## src/rtl/ctrl_decoder.sv

```systemverilog
// Hardwired control unit: beat/opcode decode to datapath strobes,
// run-control FSM and sticky timing-fault monitor.
module ctrl_decoder #(
  parameter int             OPW    = 4,
  parameter logic [OPW-1:0] HLT_OP = '1
) (
  input  logic       CLK,
  input  logic       CLRn,
  input  logic [7:0] T,
  input  logic       RUN_EN,
  input  logic [7:0] DIN,
  input  logic       ZF,
  input  logic       CF,
  output logic       MAR_LD,
  output logic       ADDR_SEL,
  output logic       MEM_RD,
  output logic       MEM_WR,
  output logic       IR_LD,
  output logic       PC_INC,
  output logic       PC_LD,
  output logic       ACC_LD,
  output logic [1:0] ALU_OP,
  output logic       FLAG_LD,
  output logic       HALT,
  output logic       T_ERR
);

  typedef enum logic [1:0] {
    S_IDLE,
    S_RUN,
    S_HALT
  } state_t;

  state_t         state;
  state_t         nxt;
  logic [OPW-1:0] opc;
  logic [7-OPW:0] opd;
  logic           zf_s;
  logic           cf_s;
  logic           err;
  logic           onehot;
  logic           run;
  logic           is_mem;
  logic           unused;

  assign onehot = (T != 8'h00) &&
                  ((T & (T - 8'd1)) == 8'h00);
  assign run    = (state == S_RUN) && onehot;
  assign unused = ^opd;

  always_ff @(posedge CLK or negedge CLRn) begin
    if (!CLRn) begin
      state <= S_IDLE;
      opc   <= '0;
      opd   <= '0;
      zf_s  <= 1'b0;
      cf_s  <= 1'b0;
      err   <= 1'b0;
    end else begin
      state <= nxt;
      if (!onehot)
        err <= 1'b1;
      if (run && T[1])
        {opc, opd} <= DIN;
      if (run && T[2]) begin
        zf_s <= ZF;
        cf_s <= CF;
      end
    end
  end

  // A malformed beat overrides every other transition
  always_comb begin
    nxt = state;
    if (!onehot) begin
      nxt = S_HALT;
    end else begin
      case (state)
        S_IDLE:
          if (T[7] && RUN_EN)
            nxt = S_RUN;
        S_RUN:
          if (T[2] && opc == HLT_OP)
            nxt = S_HALT;
          else if (T[7] && !RUN_EN)
            nxt = S_IDLE;
        default:
          nxt = S_HALT;
      endcase
    end
  end

  always_comb begin
    is_mem = (opc == OPW'(1)) || (opc == OPW'(2)) ||
             (opc == OPW'(3)) || (opc == OPW'(4));
  end

  always_comb begin
    MAR_LD   = 1'b0;
    ADDR_SEL = 1'b0;
    MEM_RD   = 1'b0;
    MEM_WR   = 1'b0;
    IR_LD    = 1'b0;
    PC_INC   = 1'b0;
    PC_LD    = 1'b0;
    ACC_LD   = 1'b0;
    ALU_OP   = 2'b00;
    FLAG_LD  = 1'b0;
    if (run) begin
      unique case (1'b1)
        T[0]: MAR_LD = 1'b1;
        T[1]: begin
          MEM_RD = 1'b1;
          IR_LD  = 1'b1;
          PC_INC = 1'b1;
        end
        T[2]: if (is_mem) begin
          MAR_LD   = 1'b1;
          ADDR_SEL = 1'b1;
        end
        T[3]: begin
          case (opc)
            OPW'(1): begin
              MEM_RD = 1'b1;
              ACC_LD = 1'b1;
            end
            OPW'(2): MEM_WR = 1'b1;
            OPW'(3): begin
              MEM_RD  = 1'b1;
              ACC_LD  = 1'b1;
              ALU_OP  = 2'b01;
              FLAG_LD = 1'b1;
            end
            OPW'(4): begin
              MEM_RD  = 1'b1;
              ACC_LD  = 1'b1;
              ALU_OP  = 2'b10;
              FLAG_LD = 1'b1;
            end
            OPW'(5): PC_LD = 1'b1;
            OPW'(6): PC_LD = zf_s;
            OPW'(7): PC_LD = cf_s;
            default: ;
          endcase
        end
        default: ;
      endcase
    end
  end

  assign HALT  = (state == S_HALT);
  assign T_ERR = err;

endmodule
```

## config.mk

```make
export PLATFORM = sky130hd
export DESIGN_NAME = ctrl_decoder
export DESIGN_NICKNAME = d
export VERILOG_FILES = /design/src/rtl/ctrl_decoder.sv
export SDC_FILE = /design/constraint.sdc
export NUM_CORES = 1
export LEC_CHECK = 0
export CORE_MARGIN = 10
export CORE_UTILIZATION = 35
export DETAILED_ROUTE_END_ITERATION = 8
export GPL_TIMING_DRIVEN = 0
export HOLD_SLACK_MARGIN = 0.05
export PLACE_DENSITY = 0.74
export SLEW_MARGIN = 20
export SYNTH_ARGS = -nofsm -noshare
export SYNTH_HDL_FRONTEND = slang
export SYNTH_SLANG_ARGS = --single-unit
export TNS_END_PERCENT = 50
```

## constraint.sdc

```tcl
create_clock -name CLK -period 2.03 [get_ports CLK]
set_input_delay 0.5075 -clock CLK [delete_from_list [all_inputs] [get_ports CLK]]
set_output_delay 0.5075 -clock CLK [all_outputs]
set_load 0.1 [all_outputs]
```

## Word level (Yosys, flattened, before mapping)

Cells that the tools add are included.

- Add/sub/neg operators: 1
- Equal/unequal tests: 12
- Muxes and demuxes: 29
- Bitwise gates (word level): 1
- Reduce and logical (&&, ||, !) cells: 17

Operators by type and width:

| kind | count |
|---|---|
| two-way mux 1 bit | 18 |
| == test 4 x 3 -> 1 bit, second input constant | 4 |
| two-way mux 2 bit | 6 |
| AND 8 bit | 1 |
| == test 4 x 2 -> 1 bit, second input constant | 2 |
| zero test 8 bit | 1 |
| one-hot mux 2 bit (2 select lines) | 2 |
| nonzero test 8 bit | 1 |
| subtractor 8 x 1 -> 8 bit, second input constant | 1 |
| logical AND 1 bit | 7 |
| == test 4 x 1 -> 1 bit, second input constant | 1 |
| == test 4 bit, second input constant | 1 |
| inequality test 4 x 2 -> 1 bit, second input constant | 1 |
| one-hot mux 1 bit (2 select lines) | 2 |
| logical OR 1 bit | 3 |
| inequality test 3 bit, second input constant | 1 |
| one-hot mux 1 bit (3 select lines) | 1 |
| OR reduction 3 bit | 1 |
| == test 2 x 1 -> 1 bit, second input constant | 1 |
| == test 2 bit, second input constant | 1 |
| zero test 2 bit | 1 |
| AND reduction 2 bit | 1 |
| OR reduction 2 bit | 1 |
| zero test 1 bit | 1 |

- Register bits: 9
- Input bits: 21
- Output and inout bits: 13

## Longest topological paths before layout

Gate-level depths: netlist of the first run.

- Word-level depth: 7
- Depth in mapped cells: 5
- Depth with buffers taken out: 5

## Least setup slack after synthesis of the first run

No wires, ideal clock.

- Kind: input to output
- From: in T[1]
- To: out MEM_WR
- Arrival time: 4458 ps
- Setup slack: -2935 ps
- Stages on the path: 4
- Path buffers: 0
- Path through: nor4_4 -> and4b_2 -> o211ai_2 -> nor4b_1

- Cells in the longest elaborated chain, start to end: 6

Ends and longest elaborated chain:

| what | line | source |
|---|---|---|
| start: declaration | 9 | `input logic [7:0] T,` |
| subtractor 8 x 1 -> 8 bit | 47 | `((T & (T - 8'd1)) == 8'h00);` |
| AND 8 bit | 47 |  |
| zero test 8 bit | 47 |  |
| logical AND 1 bit * | 46 | `assign onehot = (T != 8'h00) &&` |
| logical AND 1 bit * | 48 | `assign run = (state == S_RUN) && onehot;` |
| two-way mux 1 bit * | 109 | `if (run) begin` |
| end: declaration | 17 | `output logic MEM_WR,` |

Mark *: on every way between the ends. The rest lies on a longest branch, timed or not.

## Worst setup path in the final report of the first run

- From: in T[0]
- To: out MEM_WR

Same word-level chain as after synthesis.

==> impl_metrics.json, run 1 <==
{
  "status": "finished, violations left",
  "violations": "negative setup slack",
  "tightest_slew_ps": 962,
  "grt_pass1_wl_mm": 3.79,
  "vias": 753,
  "path_buf_inv": 2,
  "place_hpwl_mm": 1.64,
  "worstSetupPathType": "input port to output pin",
  "yosys.area_share.simple_pct": 39.1,
  "muxShareOfSynthArea_pct": 11.3,
  "num_io_pins": 34,
  "nets": 142,
  "drt-initial-drc-count": 10,
  "fin_ws_ps": -473,
  "rows": 15,
  "start_util_pct": 38.5,
  "timing.critical_path.cells": "buf_12 > nor4_4 > nand4b_1 > o211ai_4 > o211ai_4 > nor4b_4 > buf_6",
  "final_cells": 145,
  "synth_top_family_by_area": "simple AND/OR/NAND/NOR gates",
  "drcViolationCount": 0,
  "final_cell_mix": "buf_4 (12), buf_12 (10), dfrtp_1 (9)",
  "fill_cells": 126,
  "finalCritPeriodShare_pct": 123,
  "slew_violations": 0,
  "multi_input_area_um2": 608,
  "timing.rr.start": "state[1]",
  "hold_buffers": 0,
  "endpoint": "MEM_WR",
  "rrSetupSlack_ps": 370,
  "cp-start-kind": "input port",
  "ant_nets": 0,
  "cts_sinks": 9,
  "post-place-ws_ps": -1990,
  "hold-worst-slack_ps": 471,
  "rsz0062_at_grt": "yes",
  "hold_viol_final": 0,
  "io_buffers": 29,
  "wl_per_cell_um": 15.9,
  "final_common_cell": "buf_4",
  "regArea_um2": 225,
  "p_leak_nw": 0.546,
  "reg2regPathDepth": 5,
  "fin_skew_ps": 2.24,
  "setup_viol": 11,
  "clockBufferDepth": 2,
  "synthCells": 76,
  "cts-buffers-inserted": 3,
  "ir_worst_vdd_v": 0.000428,
  "gp_congestion": 0.836,
  "antenna_found_initial": 0,
  "crit_fanout": 5,
  "synth.net_count": 97,
  "dr.pass1.iters": 4,
  "critical_path_depth": 7,
  "ys_seq_area_share_pct": 32.8,
  "rr_endpoint": "opc[0]",
  "ys_ff_latch": 9,
  "diodes": 0,
  "cts_root_buf": "clkbuf_4",
  "cp-end-kind": "output pin",
  "crit_start": "T[0]",
  "tritoncts": "yes",
  "p_total_mw": 0.398,
  "core-area_um2": 1780,
  "clk_pin_slew_ps": 60,
  "relSlewSlack_pct": 36.1,
  "critical_path_arrival_ps": 2000,
  "synth_cell_types": 31,
  "clkLatencyLatePin_ps": 250,
  "grt_use_total_pct": 11.2,
  "drive_above_1_share_pct": 55.8,
  "htreeDepth": 1,
  "cp_top_family": "simple AND/OR/NAND/NOR gates",
  "grt_max_degree": 10,
  "fp.dieW_um": 64.3,
  "vias_per_cell": 5.19,
  "wl_mm": 2.30,
  "avgSynthCellArea_um2": 9.02,
  "crit_path_frequent_cell": "o211ai_4",
  "fmax_ghz": 0.399,
  "cpPeakStageDelay_ps": 360,
  "cp.required_ps": 1520,
  "die_area_um2": 4130,
  "area_delta_synth_final_pct": 100,
  "synthAdderAreaFrac_pct": 1.46,
  "min_period_ps": 2500,
  "grt_pass1_vias": 831,
  "overflow": 0,
  "dp.cells": 130,
  "syn_area_um2": 686,
  "p_per_area_nw_per_um2": 290,
  "synthXorXnorAreaFrac_pct": 1.28,
  "ys_warn_count": 0,
  "maxCapViolCount": 0,
  "min_path_type": "flop to flop",
  "synth_compound_area_share_pct": 11.9,
  "fp.dieH_um": 64.3,
  "cpMaxStageDelayCell": "nor4_4"
}
## worst register-to-register path, cell delays in order, from the launching register on
cell and delay (ps):
dfrtp_1 390, nand2b_4 220, nor2_1 130, nand2_1 80, nor3_2 330, mux2_2 390
## worst min path at each step
stage | start | to | slack (ps) | depth (start not counted)
after floorplan | CLRn | T_ERR | 210 | 0
after global placement | state[1] | state[0] | 450 | 1
after detailed placement | T_ERR | T_ERR | 460 | 1
after CTS | T_ERR | T_ERR | 470 | 1
after global routing | T_ERR | T_ERR | 500 | 1
final | T_ERR | T_ERR | 470 | 1
## timing repair
| item | CTS | global route |
|---|---|---|
| setup endpoints to repair | 22 | 12 |
| setup buffers | 9 | 4 |
| resized for setup | 150 | 2 |
| pin swaps | 13 | 7 |
| gates cloned | 0 | 0 |
## logic make-up (layout without fill, tap and decap cells)
logic type / count (synthesis) / after routing
buf+inv: 3 / 47
mux: 7 / 7
compound gates: 10 / 10
xor+xnor: 1 / 1
flops: 9 / 9
simple gates: 45 / 45
fa+ha+maj: 1 / 1
## final cells by class
type	instances	area share (%)
clock buffers	4	1.92
repair buffers	41	34.5
multi-input cells	64	44.3
inverters	2	0.547
well taps	25	2.28
flip-flops and latches	9	16.4
## cell usage after synthesis, drive strengths merged
cell,number,area share (%)
nor4,4,5.8
nor3,7,5.8
o2111ai,1,2.2
nor2b,3,2.7
a21oi,4,2.9
nor2,10,5.5
mux2,6,9.9
buf,1,1.1
or3,2,1.8
inv,2,1.1
or2,2,1.8
and4b,1,1.6
dfrtp,9,33
nand2,7,3.8
nor4b,1,1.3
nand3,1,0.73
o21ai,2,2.0
xnor2,1,1.3
mux2i,1,1.5
and2b,1,1.1
nand3b,1,1.1
nand2b,2,2.2
o211ai,3,4.7
nor3b,1,1.1
maj3,1,1.5
nand4b,2,2.6
## per-stage QoR
step	util (%)	TNS, ps	cell area [µm²]
5_1_grt	76.9	-5020	1370
2_1_floorplan	-	-7880	781
3_5_place_dp	61.8	-24940	1100
3_3_place_gp	61.8	-24710	1100
4_1_cts	74.9	-3950	1340
6_report	76.9	-4080	1370
## layer usage
layer	track usage, %	vias up	part of all wire [%]
li1	-	372	-
met1	11.8	358	42
met2	20.9	21	55
met3	2.09	2	2.6
met4	4.55	0	0.26
met5	0	-	0
## state kept, by name (all words and copies together), names as in the netlist
register	count
T_ERR	1
cf_s	1
opc	4
state	2
zf_s	1
## power breakdown
group / internal, mW / switching (mW)
Sequential: 0.180 / 0.000320
Combinational: 0.0472 / 0.0413
Clock: 0.0752 / 0.0540
Total: 0.302 / 0.0956
Power figures use the tool's default switching activity.
==> inputs of run 2 (changes only) <==
--- a/config.mk
+++ b/config.mk
@@ -5,6 +5,7 @@
 export SDC_FILE = /design/constraint.sdc
 export NUM_CORES = 1
 export LEC_CHECK = 0
+export CAP_MARGIN = 20
 export CORE_MARGIN = 10
 export CORE_UTILIZATION = 35
 export DETAILED_ROUTE_END_ITERATION = 8
==> results of run 2 <==
No change in the layout: final DEF, timing and power equal those of run 1.
